`src/rtl/lc3_alu_sequencer.sv`:
```
// LC-3 operate-datapath sequencer: fetch, decode, ALU exec, BR, HALT.
// Optional retire counter enabled by defining LC3_SEQ_PERF_CNT_EN.
module lc3_alu_sequencer #(
  parameter logic [15:0] RESET_PC = 16'h3000
) (
  input  logic        clk,
  input  logic        reset,
  output logic        mem_req,
  output logic [15:0] mem_addr,
  input  logic [15:0] mem_rdata,
  input  logic        mem_ready,
  output logic [2:0]  sr1,
  output logic [2:0]  sr2,
  output logic [2:0]  dr,
  output logic [4:0]  IR,
  output logic        IR_5,
  output logic [1:0]  ALUctrl,
  input  logic [15:0] alu_out,
  output logic        reg_we,
  output logic [2:0]  nzp,
  output logic        halted,
  output logic        illegal
`ifdef LC3_SEQ_PERF_CNT_EN
  ,
  output logic [15:0] retired_cnt
`endif
);

  typedef enum logic [1:0] {
    S_FETCH,
    S_DECODE,
    S_EXEC,
    S_HALT
  } state_t;

  localparam logic [3:0] OP_BR   = 4'b0000;
  localparam logic [3:0] OP_ADD  = 4'b0001;
  localparam logic [3:0] OP_AND  = 4'b0101;
  localparam logic [3:0] OP_NOT  = 4'b1001;
  localparam logic [3:0] OP_TRAP = 4'b1111;

  localparam logic [1:0] ALU_ADD  = 2'b00;
  localparam logic [1:0] ALU_AND  = 2'b01;
  localparam logic [1:0] ALU_NOT  = 2'b10;
  localparam logic [1:0] ALU_PASS = 2'b11;

  state_t      state_q, state_d;
  logic [15:0] pc_q, pc_d;
  logic [15:0] instr_q, instr_d;
  logic [2:0]  nzp_q, nzp_d;
  logic        ill_q, ill_d;
  logic [1:0]  alu_q, alu_d;
  logic        ir5_q, ir5_d;
  logic        we_q, we_d;

  logic        is_alu;
  logic        is_br;
  logic        is_halt;
  logic        br_take;
  logic [15:0] br_off;

  // Decode of the latched instruction word, used in DECODE
  always_comb begin
    is_alu  = (instr_q[15:12] == OP_ADD) ||
              (instr_q[15:12] == OP_AND) ||
              (instr_q[15:12] == OP_NOT);
    is_br   = (instr_q[15:12] == OP_BR);
    is_halt = (instr_q[15:12] == OP_TRAP) &&
              (instr_q[7:0] == 8'h25);
    br_take = |(instr_q[11:9] & nzp_q);
    br_off  = {{7{instr_q[8]}}, instr_q[8:0]};
  end

  // Next-state and next-control computation for the whole FSM
  always_comb begin
    state_d = state_q;
    pc_d    = pc_q;
    instr_d = instr_q;
    nzp_d   = nzp_q;
    ill_d   = ill_q;
    alu_d   = ALU_PASS;
    ir5_d   = 1'b0;
    we_d    = 1'b0;
    unique case (state_q)
      S_FETCH: begin
        if (mem_ready) begin
          instr_d = mem_rdata;
          pc_d    = pc_q + 16'd1;
          state_d = S_DECODE;
          // Controls are set up one edge early so DECODE sees them registered
          unique case (mem_rdata[15:12])
            OP_ADD: begin
              alu_d = ALU_ADD;
              ir5_d = mem_rdata[5];
            end
            OP_AND: begin
              alu_d = ALU_AND;
              ir5_d = mem_rdata[5];
            end
            OP_NOT:  alu_d = ALU_NOT;
            default: alu_d = ALU_PASS;
          endcase
        end
      end
      S_DECODE: begin
        state_d = S_FETCH;
        unique case (1'b1)
          is_alu: begin
            alu_d   = alu_q;
            ir5_d   = ir5_q;
            we_d    = 1'b1;
            state_d = S_EXEC;
          end
          is_br: begin
            if (br_take) pc_d = pc_q + br_off;
          end
          is_halt: state_d = S_HALT;
          default: ill_d = 1'b1;
        endcase
      end
      S_EXEC: begin
        nzp_d   = {alu_out[15],
                   alu_out == 16'h0000,
                   !alu_out[15] && (alu_out != 16'h0000)};
        state_d = S_FETCH;
      end
      S_HALT: state_d = S_HALT;
    endcase
  end

  // FSM state, PC, instruction and registered control outputs
  always_ff @(posedge clk or posedge reset) begin
    if (reset) begin
      state_q <= S_FETCH;
      pc_q    <= RESET_PC;
      instr_q <= 16'h0000;
      nzp_q   <= 3'b010;
      ill_q   <= 1'b0;
      alu_q   <= ALU_PASS;
      ir5_q   <= 1'b0;
      we_q    <= 1'b0;
    end else begin
      state_q <= state_d;
      pc_q    <= pc_d;
      instr_q <= instr_d;
      nzp_q   <= nzp_d;
      ill_q   <= ill_d;
      alu_q   <= alu_d;
      ir5_q   <= ir5_d;
      we_q    <= we_d;
    end
  end

  // Request drops with reset directly so an in-flight fetch is abandoned
  assign mem_req  = (state_q == S_FETCH) && !reset;
  assign mem_addr = pc_q;
  assign sr1      = instr_q[8:6];
  assign sr2      = instr_q[2:0];
  assign dr       = instr_q[11:9];
  assign IR       = instr_q[4:0];
  assign IR_5     = ir5_q;
  assign ALUctrl  = alu_q;
  assign reg_we   = we_q;
  assign nzp      = nzp_q;
  assign halted   = (state_q == S_HALT);
  assign illegal  = ill_q;

`ifdef LC3_SEQ_PERF_CNT_EN
  logic [15:0] cnt_q, cnt_d;
  logic        retire;

  // Count retired instructions: ALU exec, any BR decode, HALT entry
  always_comb begin
    retire = (state_q == S_EXEC) ||
             ((state_q == S_DECODE) && (is_br || is_halt));
    cnt_d  = cnt_q + {15'd0, retire};
  end

  // Retire counter register
  always_ff @(posedge clk or posedge reset) begin
    if (reset) cnt_q <= 16'h0000;
    else       cnt_q <= cnt_d;
  end

  assign retired_cnt = cnt_q;
`endif

endmodule
```
`config.mk`:
```
export PLATFORM = sky130hd
export DESIGN_NAME = lc3_alu_sequencer
export DESIGN_NICKNAME = d
export VERILOG_FILES = /design/src/rtl/lc3_alu_sequencer.sv
export SDC_FILE = /design/constraint.sdc
export NUM_CORES = 1
export LEC_CHECK = 0
export CAP_MARGIN = 20
export CORE_ASPECT_RATIO = 1.5
export CORE_MARGIN = 4
export CORE_UTILIZATION = 51
export CTS_CLUSTER_SIZE = 25
export DETAILED_ROUTE_END_ITERATION = 8
export PLACE_DENSITY = 0.95
export SLEW_MARGIN = 10
export SYNTH_ARGS = -nofsm -noshare
export SYNTH_HDL_FRONTEND = slang
export SYNTH_SLANG_ARGS = --single-unit
```
`constraint.sdc`:
```
create_clock -name clk -period 6.1 [get_ports clk]
set_clock_uncertainty 0.05 [all_clocks]
set_input_delay 1.22 -clock clk [delete_from_list [all_inputs] [get_ports clk]]
set_output_delay 1.22 -clock clk [all_outputs]
set_load 0.01 [all_outputs]
```
* Word-level counts from Yosys, hierarchy flattened *
Cells that the tools add are included.

word-level totals
  bits in registers = 42
  bits in latches = 0
  bits in writable memories = 0
  memory bits (read-only) = 0
  bits of input ports = 35
  output and inout port bits = 40
  memories = 0

cells by class
  $add $sub $neg = 2
  multipliers = 0
  div/mod/pow operators = 0
  magnitude comparators = 0
  equality and inequality tests = 15
  shifts and indexed selects = 0
  mux-type cells = 17
  bitwise logic cells = 2
  reductions and logical operators = 18

operators by type and width
  operator                                             number
  2-to-1 mux 16 bit                                    3
  one-hot mux 16 bit (2 select lines)                  1
  adder 16 x 1 -> 16 bit, second input constant        1
  adder 16 bit                                         1
  logical NOT 16 bit                                   1
  nonzero test 16 bit                                  1
  equality test 4 bit, second input constant           3
  equality test 4 x 1 -> 1 bit, second input constant  2
  equality test 4 x 3 -> 1 bit, second input constant  2
  equality test 8 x 6 -> 1 bit, second input constant  1
  inequality test 2 bit, second input constant         4
  one-hot mux 2 bit (2 select lines)                   2
  one-hot mux 2 bit (4 select lines)                   1
  2-to-1 mux 2 bit                                     3
  one-hot mux 2 bit (3 select lines)                   1
  OR reduction 3 bit                                   2
  2-to-1 mux 1 bit                                     5
  equality test 2 bit, second input constant           2
  logical NOT 4 bit                                    1
  AND reduction 2 bit                                  2
  AND reduction 4 bit                                  1
  bitwise AND 3 bit                                    1
  logical AND 1 bit                                    3
  equality test 2 x 1 -> 1 bit, second input constant  1
  other kinds (7)                                      9

* Depth between registers and ports, before layout *
Gate-level depths: netlist of the first run.

  depth after elaboration = 6
  depth in mapped cells = 12
  depth with buffers taken out = 10

* Least setup slack after synthesis of the first run *
Ideal clock, no wire load.

  path type = register to register
  from = register state_q[1]
  to = register pc_q[8] (netlist: mem_addr[8])
  arrival time = 2831 ps
  path slack = 3139 ps
  stages on the path, launching flop included = 13
  clock period less this slack = 2961 ps
  path through = dfrtp_1 buf_2 nor2b_1 clkbuf_1 nand2b_1 ha_1 fa_1 a211oi_1 o21ai_0 a211oi_1 or2_2 mux2i_1 xnor2_1

on the way
  word-level cells in the longest chain between the ends = 3

ends and longest elaborated chain
  item                                                                          line  text
  start: declaration                                                            47    state_t state_q, state_d;
  start signal: assignment                                                      143   state_q <= state_d;
  equality test 2 x 1 -> 1 bit or logical NOT 2 bit (tied branches)             84    unique case (state_q)
  inequality test 2 bit (no source line) or nonzero test 2 bit (tied branches)  n/a
  AND reduction 4 bit (no source line)                                          n/a
  end signal: assignment                                                        144   pc_q <= pc_d;
  end: declaration                                                              48    logic [15:0] pc_q, pc_d;

Several ways; a longest one is shown, not always the timed one.
A chain may end at the register's enable or synchronous reset.

* Final worst setup path of the first run *
  from = input reset
  to = output mem_req

on the way
  word-level cells in the longest chain between the ends = 2

ends and longest elaborated chain
  item                line  text
  start: declaration  7     input logic reset,
  logical NOT 1 bit   155   assign mem_req = (state_q == S_FETCH) && !reset;
  logical AND 1 bit   155
  end: declaration    8     output logic mem_req,

Every way passes these cells.

==> results of run 1 <==
layout by cell type, fill, tap and decap left out, types with 5 or more instances in the layout:
cell / netlist / routed
a211oi_1: 5 / 5
a21oi_1: 7 / 7
and2_1: 9 / 9
clkbuf_8: 0 / 5
clkdlybuf4s50_1: 0 / 74
dfrtp_1: 37 / 37
dfstp_2: 5 / 5
ha_1: 8 / 8
inv_1: 6 / 6
mux2_2: 16 / 16
nand2_1: 24 / 24
nand3_1: 6 / 6
nor2_1: 17 / 17
nor3_1: 8 / 8
nor4_1: 8 / 8
o21ai_0: 14 / 14
xnor2_1: 8 / 8
flip-flops by register name, summed over array words and instances, names as in the netlist:
name and flops:
instr_q 16, IR_5 1, reg_we 1, nzp 3, illegal 1, ALUctrl 2, mem_addr 16, state_q 2
cell type report:
type / instances / share of cell area [%]
Sequential cell: 42 / 31.49
Clock buffer: 5 / 2.050
Timing Repair Buffer: 76 / 22.51
Inverter: 6 / 0.6709
Tap cell: 66 / 2.460
Clock inverter: 3 / 2.050
Multi-Input combinational cell: 186 / 38.76
worst max-delay path, stage by stage:
cell and delay [ns]:
clkdlybuf4s50_1 0.43, nor3_1 0.15, clkdlybuf4s50_1 0.56
cells in the mapped netlist, drive strengths merged (6+ instances only):
| master | number | share of area, % |
|---|---|---|
| dfrtp | 37 | 37 |
| nand2 | 24 | 3.6 |
| buf | 17 | 4.8 |
| nor2 | 17 | 2.5 |
| mux2 | 16 | 7.2 |
| o21ai | 14 | 2.8 |
| and2 | 9 | 2.2 |
| ha | 8 | 4.0 |
| nor3 | 8 | 1.6 |
| nor4 | 8 | 2.0 |
| xnor2 | 8 | 2.8 |
| a21oi | 7 | 1.4 |
| nand3 | 7 | 1.6 |
| clkbuf | 6 | 0.89 |
| inv | 6 | 0.89 |
routing by layer:
metal	global-route usage [%]	vias to the layer above
li1	-	1023
met1	22.75	1050
met2	39.39	68
met3	3.713	13
met4	8.304	0
met5	0	-
stage by stage:
| stage | area (um2) | power, mW | util (%) | setup slack (ns) | hold slack (ns) |
|---|---|---|---|---|---|
| floorplan | 2519 | 1.084 | - | 3.139 | 0.4153 |
| global placement | 3219 | 1.340 | 66.94 | 2.496 | 0.3986 |
| detailed placement | 3219 | 1.376 | 66.94 | 2.474 | 0.4023 |
| CTS | 3357 | 1.653 | 69.80 | 2.469 | 0.4224 |
| global route | 3357 | 1.762 | 69.80 | 2.230 | 0.4368 |
| finish | 3357 | 1.646 | 69.80 | 2.466 | 0.4214 |
power by group:
group / total [mW] / switching (mW) / internal (mW)
sequential: 0.539 / 0.137 / 0.401
clock: 0.267 / 0.103 / 0.164
combinational: 0.840 / 0.395 / 0.446
cell families after synthesis:
group / count (synthesis) / synth area share [%]
and+or+nand+nor: 98 / 20.91
muxes: 20 / 8.743
DFF: 42 / 41.98
xor gates and xnor gates: 10 / 3.478
adders and majority gates: 10 / 5.167
buffers and inverters: 29 / 6.557
AOI/OAI and AO/OA: 48 / 13.17
worst paths after layout:
kind	from	endpoint	slack, ns	cells after the start
max	reset	mem_req	2.47	3
min	ALUctrl[1]	ALUctrl[1]	0.42	2
max reg2reg	state_q[0]	mem_addr[8]	2.56	10
min reg2reg	ALUctrl[1]	ALUctrl[1]	0.42	2
max in group asynchronous	reset	ALUctrl[1]	4.28	3
min in group asynchronous	reset	illegal	1.36	3
==> impl_metrics.ini, run 1 <==
[detailed_routing]
wl_met2_mm = 3.462
wl_met3_um = 242
first_pass_iters = 4
ant_nets = 0
wl_mm = 6.052
drc = 0
routed.top_layer = met4
first_iter_violations = 104
met1Wirelength_mm = 2.197
vias = 2154
viasPerCell = 5.609
wire_per_inst_um = 15.76

[yosys]
synth-seq-cells = 42
synth_nets = 301
syn-instance-count = 257
yosysWarnings = 0
synth_cell_types = 52
synth.avg_cell_area_um2 = 9.800
yosys_most_used_dff = dfrtp_1
synth_area_um2 = 2519
ys_async_sr_fraction_pct = 100.0
synth-edff-count = 0
ys_seq_area_share_pct = 41.98

[critical_path]
critPathCaptureType = primary output
worstPathRequired_ns = 4.83
worst_ep_arrival_time_ns = 2.36
crit_path_start_kind = input port
crit_fanout = 2
critPathKind = input port to primary output

[final_layout]
syn_to_final_growth_pct = 33.28
fin_nets = 361
regArea_um2 = 1057
drive_gt1_share_pct = 13.84
fillers = 360
insertedDiodeCount = 0
multi_input_area_um2 = 1301
fin_cells = 384

[die]
start_util_pct = 52.37
coreArea_um2 = 4810
dieArea_um2 = 6150
rows = 31
dieHeight_um = 94.07
fp.dieW_um = 65.38
pin_count = 75

[cts]
post_cts.repair.setup_buffers = 0
cts-buffers-inserted = 5
hold_buffers = 0
ctsLongestPathBuffers = 2
clk_latency_ns = 0.30
htreeDepth = 2
cts_tree = built
clk_pin_slew_ns = 0.08
clockRootBuffer = clkbuf_8
cts_num_sinks = 42
cts_resized = 0

[timing]
fin_crit_sh_pct = 59.58
tightest_slew_ns = 0.7624
rsz0062_at_grt = no
timing.fmax_ghz = 0.2752
period_needed_ns = 3.634
maxSlewHeadroom_pct = 48.87
setup_violations = 0
hold_violations = 0
slew_violations = 0
tns_ns = 0

[flow_run]
maxCapViolCount = 0

[global_route]
track_usage_pct = 21.01
grt_pass1_vias = 2203
grt_max_degree = 43
antenna_found_initial = 0
grt_pass1_wl_mm = 10.05
grt-ovfl-total = 0

[place]
dp.cells = 376
port_buffers = 74
gp_congestion = 0.8644
hpwlAfterDp_mm = 4.487

[min_path]
min_path_type = flip-flop to flip-flop

[power]
irDropWorstVdd_mv = 0.2419
p_leak_nw = 1.377
power_per_cell_area_nw_per_um2 = 490.3

[outcome]
status = finished clean
(Power assumes the default switching activity.)
==> run 2: changes to the inputs <==
- CORE_UTILIZATION: 51 -> 47
- PLACE_DENSITY: 0.95 -> 0.9
- clock period: 6.1 -> 3.4 ns (I/O delays scaled with it)
==> impl_metrics.ini, run 2 (synthesis results as in run 1) <==
[outcome]
status = finished clean

[power]
irDropWorstVdd_mv = 0.3779
power_frac_seq_pct = 33.3
power_switching_mw = 1.139
p_leak_nw = 1.386
pwr-share-comb_pct = 53.0
power_per_cell_area_nw_per_um2 = 859.0
pwr-share-clk_pct = 13.7
swShare_pct = 39.40
p_int_mw = 1.752

[detailed_routing]
first_iter_violations = 103
viasPerCell = 5.342
vias = 2078
wl_mm = 6.009
drc = 0
first_pass_iters = 4
ant_nets = 0
wire_per_inst_um = 15.45

[die]
pin_count = 75
start_util_pct = 48.76
rows = 32
dieHeight_um = 97.66
coreArea_um2 = 5165
dieArea_um2 = 6618
fp.dieW_um = 67.77

[final_layout]
layout_common_cells = clkdlybuf4s50_1 (74), dfrtp_1 (37), nand2_1 (24)
insertedDiodeCount = 0
multi_input_area_um2 = 1301
fin_cells = 389
fillers = 375
drive_gt1_share_pct = 14.64
fin_nets = 364
syn_to_final_growth_pct = 33.63
final_common_cell = clkdlybuf4s50_1
regArea_um2 = 1057

[cts]
cts-buffers-inserted = 5
hold_buffers = 0
cts_tree = built
clk_pin_slew_ns = 0.08
htreeDepth = 2
ctsLongestPathBuffers = 2
cts_resized = 0
clockRootBuffer = clkbuf_8
post_cts.repair.setup_buffers = 0
cts_num_sinks = 42
clk_latency_ns = 0.30

[global_route]
grt-ovfl-total = 0
grt_max_degree = 26
antenna_found_initial = 0
grt_pass1_vias = 2190
grt_pass1_wl_mm = 10.07
track_usage_pct = 19.84

[timing]
setup_violations = 0
period_needed_ns = 3.056
slew_violations = 0
fin_crit_sh_pct = 89.89
rsz0062_at_grt = no
tns_ns = 0
maxSlewHeadroom_pct = 49.06
timing.fmax_ghz = 0.3272
hold_violations = 0
tightest_slew_ns = 0.7632

[critical_path]
cp_slowest_stage_delay_ns = 0.51
crit_path_start_kind = flip-flop
cpLargestDelayFamily = compound AO/OA/AOI/OAI gates
crit_fanout = 11
worst_ep_arrival_time_ns = 3.24
cpMaxStageDelayCell = dfrtp_1
crit_buf_inv = 1
critPathKind = flip-flop to flip-flop
cpMostUsedCell = a211oi_1
critPathCaptureType = flip-flop
path_cells = nor2b_1, nand2b_1, ha_1, fa_1, a211oi_1, o21ai_0, a211oi_1, buf_4, nor4_1, a21oi_1, xnor2_1
worstPathRequired_ns = 3.58

[place]
dp.cells = 381
gp_congestion = 0.8979
hpwlAfterDp_mm = 4.659
port_buffers = 74

[flow_run]
maxCapViolCount = 0

[min_path]
min_path_type = flip-flop to flip-flop
[run 2: routing by layer]
metal | global-route usage, % | vias up | share of wire [%] | wire length, um
li1 | - | 1036 | - | -
met1 | 21.83 | 983 | 38 | 2276
met2 | 36.08 | 46 | 57 | 3415
met3 | 2.662 | 13 | 2.8 | 171
met4 | 8.729 | 0 | 2.4 | 145
met5 | 0 | - | 0 | 0
[run 2: final timing paths]
path,start,to,slack [ns],depth (start not counted)
worst max register to register,state_q[0],mem_addr[10],0.34,11
worst max-delay path,state_q[0],mem_addr[10],0.34,11
max in group asynchronous,reset,ALUctrl[0],1.84,3
worst min register to register,ALUctrl[1],ALUctrl[1],0.43,2
min in group asynchronous,reset,nzp[0],0.80,2
worst min-delay path,ALUctrl[1],ALUctrl[1],0.43,2
[run 2: power groups by stage]
stage | combinational [mW] | clock, mW | sequential [mW]
3_5_place_dp | 1.52 | 0 | 0.968
5_1_grt | 1.67 | 0.427 | 1.00
2_1_floorplan | 1.00 | 0 | 0.942
6_report | 1.53 | 0.397 | 0.962
4_1_cts | 1.54 | 0.404 | 0.962
3_3_place_gp | 1.48 | 0 | 0.960
[run 2: through the flow]
stage / util (%) / setup slack (ns) / hold WS [ns] / power [mW] / cell area (um2)
3_5_place_dp: 63.06 / 0.3758 / 0.4145 / 2.490 / 3257
5_1_grt: 65.16 / 0.01712 / 0.4456 / 3.101 / 3366
4_1_cts: 65.16 / 0.3553 / 0.4333 / 2.905 / 3366
3_3_place_gp: 63.06 / 0.4986 / 0.3997 / 2.445 / 3257
6_report: 65.16 / 0.3437 / 0.4265 / 2.891 / 3366
2_1_floorplan: - / 0.4386 / 0.4153 / 1.946 / 2519
[run 2: final cells by class]
class	instances	share of cell area, %
sequential	42	31.41
multi-input combinational	186	38.66
clock inverter	3	1.190
inverter	6	0.6691
clock buffer	5	2.045
tap	68	2.528
timing repair buffer	79	23.49
[run 2: worst reg2reg max path: cells and delay by family (launching register included)]
family / cells / cell delay [ns]
fa+ha+maj: 2 / 0.67
flops: 1 / 0.51
simple gates: 3 / 0.46
xor+xnor: 1 / 0.14
buf+inv: 1 / 0.18
compound gates: 4 / 0.99
